==> src/rtl/bnn_upsample2x_stream.sv <==
// Streaming 2x nearest-neighbour binary upsampler.
// Each accepted input row of IN_W bits is expanded so that every column is
// duplicated horizontally, and the expanded row is emitted twice (vertical
// duplication), giving a 2*IN_H x 2*IN_W frame from an IN_H x IN_W one.
//
// Ports:
//   clk, rst_n             clock, asynchronous active-low reset
//   in_valid/in_ready      input row handshake
//   in_row[IN_W]           pooled binary row, bit j = column j
//   in_last                final row of the input frame
//   out_valid/out_ready    output row handshake
//   out_row[2*IN_W]        expanded row
//   out_last               final output row of the frame
//   frame_err              sticky: in_last disagreed with the IN_H row count
module bnn_upsample2x_stream #(
  parameter int unsigned IN_W  = 13,
  parameter int unsigned IN_H  = 13,
  parameter int unsigned CNT_W = 4
) (
  input  logic              clk,
  input  logic              rst_n,
  input  logic              in_valid,
  output logic              in_ready,
  input  logic [IN_W-1:0]   in_row,
  input  logic              in_last,
  output logic              out_valid,
  input  logic              out_ready,
  output logic [2*IN_W-1:0] out_row,
  output logic              out_last,
  output logic              frame_err
);

  localparam int unsigned OUT_W = 2 * IN_W;

  typedef enum logic [1:0] {
    S_EMPTY  = 2'd0,
    S_FIRST  = 2'd1,
    S_SECOND = 2'd2
  } state_t;

  state_t             r_state;
  logic [OUT_W-1:0]   r_row;
  logic               r_blast;
  logic               r_out_valid;
  logic               r_out_last;
  logic [CNT_W-1:0]   r_cnt;
  logic               r_frame_err;

  logic [OUT_W-1:0]   w_row_x;
  logic               w_in_ready;
  logic               w_in_fire;
  logic               w_cnt_wrap;

  // Horizontal duplication: column j lands on output columns 2j and 2j+1.
  always_comb begin
    w_row_x = '0;
    for (int j = 0; j < int'(IN_W); j++) begin
      w_row_x[2*j]   = in_row[j];
      w_row_x[2*j+1] = in_row[j];
    end
  end

  // A new row is taken when empty, or while the second copy is leaving,
  // which keeps out_valid continuously high at full rate.
  assign w_in_ready = (r_state == S_EMPTY) || ((r_state == S_SECOND) && out_ready);
  assign w_in_fire  = in_valid && w_in_ready;
  assign w_cnt_wrap = (r_cnt == CNT_W'(IN_H - 1));

  // Copy sequencer: row register, buffered last flag and registered outputs.
  always_ff @(posedge clk or negedge rst_n) begin
    if (!rst_n) begin
      r_state     <= S_EMPTY;
      r_row       <= '0;
      r_blast     <= 1'b0;
      r_out_valid <= 1'b0;
      r_out_last  <= 1'b0;
    end else begin
      case (r_state)
        S_EMPTY: begin
          if (in_valid) begin
            r_row       <= w_row_x;
            r_blast     <= in_last;
            r_out_valid <= 1'b1;
            r_out_last  <= 1'b0;
            r_state     <= S_FIRST;
          end
        end
        S_FIRST: begin
          if (out_ready) begin
            r_out_last <= r_blast;
            r_state    <= S_SECOND;
          end
        end
        S_SECOND: begin
          if (out_ready) begin
            r_out_last <= 1'b0;
            if (in_valid) begin
              r_row   <= w_row_x;
              r_blast <= in_last;
              r_state <= S_FIRST;
            end else begin
              r_out_valid <= 1'b0;
              r_state     <= S_EMPTY;
            end
          end
        end
        default: begin
          r_out_valid <= 1'b0;
          r_out_last  <= 1'b0;
          r_state     <= S_EMPTY;
        end
      endcase
    end
  end

  // Input row counter and sticky framing check; framing itself follows in_last.
  always_ff @(posedge clk or negedge rst_n) begin
    if (!rst_n) begin
      r_cnt       <= '0;
      r_frame_err <= 1'b0;
    end else if (w_in_fire) begin
      if (in_last || w_cnt_wrap) begin
        r_cnt <= '0;
      end else begin
        r_cnt <= r_cnt + CNT_W'(1);
      end
      if (in_last != w_cnt_wrap) begin
        r_frame_err <= 1'b1;
      end
    end
  end

  assign in_ready  = w_in_ready;
  assign out_valid = r_out_valid;
  assign out_row   = r_row;
  assign out_last  = r_out_last;
  assign frame_err = r_frame_err;

endmodule
==> config.mk <==
export PLATFORM = sky130hd
export DESIGN_NAME = bnn_upsample2x_stream
export DESIGN_NICKNAME = d
export VERILOG_FILES = /design/src/rtl/bnn_upsample2x_stream.sv
export SDC_FILE = /design/constraint.sdc
export NUM_CORES = 1
export LEC_CHECK = 0
export CORE_MARGIN = 3
export CORE_UTILIZATION = 38
export CTS_CLUSTER_DIAMETER = 80
export DETAILED_ROUTE_END_ITERATION = 16
export HOLD_SLACK_MARGIN = 0.03
export PLACE_DENSITY = 0.75
export SYNTH_ARGS = -nofsm -noshare
export SYNTH_HDL_FRONTEND = slang
export SYNTH_SLANG_ARGS = --single-unit
export TNS_END_PERCENT = 20
==> constraint.sdc <==
create_clock -name clk -period 1.5 [get_ports clk]
set_clock_uncertainty 0.1 [all_clocks]
set_input_delay 0.225 -clock clk [delete_from_list [all_inputs] [get_ports clk]]
set_output_delay 0.225 -clock clk [all_outputs]
set_load 0.02 [all_outputs]
Word level (Yosys, flattened, before mapping)
Cells that the tools add are included.

Add/sub/neg operators: 1. Reductions and logical operators: 10. Equal/unequal tests: 8. Bitwise operators: 1. Muxes and demuxes: 20.

Operators by type and width (number): $mux W26 (2); $pmux W26 S2 (1); $mux W1 (9); $ne A2 B2 Y1 const B (4); $mux W2 (3); $pmux W1 S3 (2); $pmux W2 S3 (1); $add A4 B1 Y4 const B (1); $eq A4 B4 Y1 const B (1); $mux W4 (1); $reduce_and A2 Y1 (2); $reduce_and A4 Y1 (1); $reduce_and A3 Y1 (1); $eq A2 B1 Y1 const B (1); $eq A2 B2 Y1 const B (1); $logic_and A1 B1 Y1 (2); $logic_not A2 Y1 (1); $logic_or A1 B1 Y1 (2); $pmux W1 S2 (1); $reduce_bool A2 Y1 (1); $ne A1 B1 Y1 (1); $not A1 Y1 (1).

Input bits: 18. Output and inout port bits: 30. Register bits after elaboration: 36. Logic and storage cells: 47.

Depth between registers and ports, before layout
Gate-level depths: netlist (run 1).

Depth in word-level cells: 5. Mapped depth: 7. Mapped depth without buffers: 7.

Worst setup path before layout (run 1)
No wires, ideal clock.

Kind: flip-flop to flip-flop. From: reg r_state[1]. To: reg r_row[15] (netlist: out_row[15]). Setup time: 0.125 ns. Data required time: 1.275 ns. Cell stages (with the launch flop): 6. Slack: 0.002 ns. Period minus slack after synthesis: 1.498 ns. Buffers on the path: 2. Data arrival time: 1.272 ns. Path through: dfrtp_1 > nor2b_2 > buf_6 > nor2_8 > buf_12 > mux2_4.

Longest elaborated chain between the ends: 3. Elaborated cells between the ends (all ways): 6. Those cells by class: eq/ne (2); mux (1); reduce/logical (3).

Ends and longest elaborated chain: from (decl) (line 41) `state_t r_state;`; from (signal assigned) (line 72) `r_state <= S_EMPTY;`; from (signal assigned) (line 85) `r_state <= S_FIRST;`; from (signal assigned) (line 91) `r_state <= S_SECOND;`; $eq A2 B2 Y1 or $logic_not A2 Y1 (tied branches) (line 78) `case (r_state)`; $ne A2 B2 Y1 (no line) or $reduce_bool A2 Y1 (tied branches); $reduce_and A2 Y1 (no line); to (signal assigned) (line 81) `r_row <= w_row_x;`; to (signal assigned) (line 98) `r_row <= w_row_x;`; to (decl) (line 42) `logic [OUT_W-1:0] r_row;`.

Several ways; a longest one is shown, not always the timed one. A chain may end at the register's enable or synchronous reset.

Final worst setup path (run 1)
From: reg r_cnt[1]. To: reg r_cnt[2].

Longest elaborated chain between the ends: 3. Elaborated cells between the ends (all ways): 4. Those cells by class: add/sub (1); eq/ne (1); mux (1); reduce/logical (1).

Ends and longest elaborated chain: from (decl) (line 46) `logic [CNT_W-1:0] r_cnt;`; from (signal assigned) (line 125) `r_cnt <= r_cnt + CNT_W'(1);`; parallel branches: the longest is 2 deep, another holds $add A4 B1 Y4; $mux W4 * (line 122) `if (in_last || w_cnt_wrap) begin`.

Every way passes the cells marked *.

==> results of run 1 <==
## layout by cell type (no fill, tap or decap), types with 2 or more instances in the layout
| master | instances |
|---|---|
| dlygate4sd2_1 | 29 |
| dfrtp_1 | 23 |
| clkdlybuf4s50_1 | 17 |
| mux2_4 | 13 |
| buf_4 | 13 |
| o21ai_0 | 6 |
| nand2_1 | 3 |
| clkbuf_4 | 3 |
| inv_2 | 2 |
| inv_1 | 2 |
| nor2_1 | 2 |
| nand2b_1 | 2 |
| or2b_1 | 2 |
| and2b_1 | 2 |
| nor2b_1 | 2 |
| ha_4 | 2 |
| buf_12 | 2 |
## final cells by class
class | count | share of cell area [%]
Clock buffer | 4 | 1.468
Sequential cell | 23 | 32.15
Inverter | 4 | 0.8386
Timing Repair Buffer | 64 | 33.68
Tap cell | 31 | 2.166
Multi-Input combinational cell | 53 | 29.70
## repair_timing
item	in CTS	in global routing
cloned	0	1
setup endpoints to repair	39	16
gates resized for setup	35	15
hold buffers	0	0
pin swaps	1	5
buffers inserted	0	1
## power by group through the flow
stage	Combinational, mW	Sequential (mW)	Clock [mW]
2_1_floorplan	0.867	1.23	0
6_report	1.71	1.04	0.285
5_1_grt	1.84	1.07	0.323
3_3_place_gp	1.76	1.02	0
3_5_place_dp	1.80	1.04	0
4_1_cts	1.58	1.02	0.291
## worst min-delay path by stage
stage | endpoint | cells after the start | startpoint
finish | out_row[24] | 2 | rst_n
global route | r_cnt[3] | 2 | rst_n
CTS | out_row[9] | 2 | rst_n
detailed placement | r_blast | 1 | r_blast
global placement | frame_err | 1 | frame_err
floorplan | frame_err | 0 | rst_n
## critical path, cell delays in order, from the launching register on
cell     delay (ns)
dfrtp_1        0.41
inv_2          0.08
ha_4           0.14
nand3_4        0.08
ha_4           0.18
nor2b_1        0.12
o31ai_1        0.22
o21ai_1        0.10
## routing by layer
metal	share of wire [%]	GRT usage (%)	wire [µm]
met5	0	0	0
met4	2.1	6.364	58
met1	39	16.28	1091
met3	3.5	1.446	98
met2	55	25.86	1532
## metrics by stage
| stage | cells | utilization (%) | hold slack, ns | total power, mW | area [µm²] |
|---|---|---|---|---|---|
| detailed placement | 173 | 59.69 | 0.3803 | 2.841 | 1703 |
| finish | 179 | 62.76 | 0.1518 | 3.033 | 1790 |
| CTS | 177 | 59.25 | 0.1567 | 2.887 | 1690 |
| global route | 179 | 62.76 | 0.1539 | 3.235 | 1790 |
| global placement | 173 | 59.69 | 0.3414 | 2.778 | 1703 |
| floorplan | 95 | - | -0.1706 | 2.100 | 1185 |
## registers in the layout, summed over array words and instances, names as in the netlist
signal	count
r_state	2
out_last	1
frame_err	1
r_cnt	4
out_valid	1
out_row	13
r_blast	1
## cell families (layout without fill, tap and decap cells)
group,after synthesis,in the layout
flops,23,23
simple gates,21,21
fa+ha+maj,3,3
compound gates,13,13
buf+inv,19,72
mux,16,16
==> run summary, run 1 <==
run status -> finished with violations
failing checks -> setup timing
Die ar. -> 3824 µm²
syn nets -> 116
cells after synthesis -> 95
Avg Inst Size Synth -> 12.47 µm²
Flop pwr share -> 34.3%
post-synthesis mux area share -> 17.63%
max-slew violation count -> 0
drt first pass iters -> 4
Crit Path Max Fanout -> 3
H-tree depth -> 1
Yosys top cell area share -> 48.57%
sequential area share after synthesis -> 48.57%
Area Growth Syn to Fin -> 51.11%
Vias/cell -> 4.905
R2R Path Start -> r_cnt[1]
CP Data Required Time -> 1.60 ns
Mapped Area -> 1185 µm²
crit path to -> r_cnt[2]
worst skew pair latency -> 0.30 ns
Cell Pwr Density -> 1694 nW/µm²
dominant cell by count in the synthesized netlist -> dfrtp_1
Internal Pwr Total -> 1.810 mW
synth unique cells -> 30
clk buf depth -> 2
Worst Reg-to-Reg Cells -> 7
Hold WC Path Type -> primary input to async pin
Initial Util -> 41.54%
Synth Area in Compound Gates -> 6.547%
adder-cell area share of the yosys netlist -> 3.168%
die width -> 61.84 µm
share of cells above drive strength 1 -> 29.05%
Final setup violation count -> 2
clock root buffer -> clkbuf_4
critical path type -> register to register
min Tclk post-route -> 1.533 ns
area leader, netlist -> dfrtp_1
total CTS buffers -> 3
P_sw -> 1.223 mW
Row Count -> 19
RD Place Congestion -> 0.7920
Rel. slew slack -> 80.45%
Clock transition at path regs -> 0.12 ns
Std-Cell Core Area -> 2853 µm²
nets -> 170
Primary FF master, synth -> dfrtp_1
Critical Path Source -> r_cnt[1]
Antenna Nets Post-Route -> 0
Setup TNS Final -> -0.04683 ns
switching part of the total -> 40.32%
Synth top cells by count -> 23 x dfrtp_1, 13 x buf_4, 8 x mux2_4, 7 x o21ai_0, 6 x mux2_1
flop2flop setup slack -> -0.03 ns
Final period util -> 102.2%
Comb pwr share -> 56.3%
asr flop ratio synth -> 100.0%
Post-Synth XOR/XNOR Area -> 0%
Area contributors post-synth -> dfrtp_1 49%, mux2_4 10%, buf_4 8.2%, mux2_1 5.7%, ha_1 3.2%
Peak VDD IR -> 0.6845 mV
highest clock rate -> 652.2 MHz
Crit. End Element -> register
WL/cell -> 15.54 µm
main combinational cell family by area after synthesis -> multiplexers
Worst R2R End -> r_cnt[2]
DR DRC count -> 0
number of max-cap violations -> 0
Multi-input gate area -> 531.8 µm²
largest net degree at the start of global routing -> 24
# fillers -> 217
Port Buffers -> 47
final hold vios -> 0
FF/Latch Area -> 575.6 µm²
Post-synth EDFFs -> 0
Synth Warn # -> 0
worst slew pin tran -> 0.2933 ns
I/O pin count -> 48
# diodes -> 0
pre-CTS setup slack -> -0.2968 ns
worst setup margin -> -0.03325 ns
Chip Height -> 61.84 µm
HPWL after DPL -> 2.081 mm
vias in the first global route -> 887
#FFs+latches synth -> 23
DR vias -> 878
Worst Setup Start Kind -> register
antenna violations before repair -> 0
DRT Wirelength -> 2.781 mm
RSZ-0062 raised after global routing -> true
drt initial violations -> 28
first-pass GRT wire length -> 3.898 mm
Data arrival, critical path -> 1.63 ns
Static Leak -> 0.8410 nW
Clock power frac -> 9.4%
simple-gate area share of the yosys netlist -> 11.93%
total clock sinks -> 23
CTS tree -> built
final global-route overflow total -> 0
GRT Total Usage -> 14.06%
(Power assumes the default switching activity.)
==> run 2, diff against run 1 <==
Settings changed: CTS_CLUSTER_SIZE set to 30.
==> results of run 2 <==
The final DEF is identical to that of run 1; final timing and power are the same.
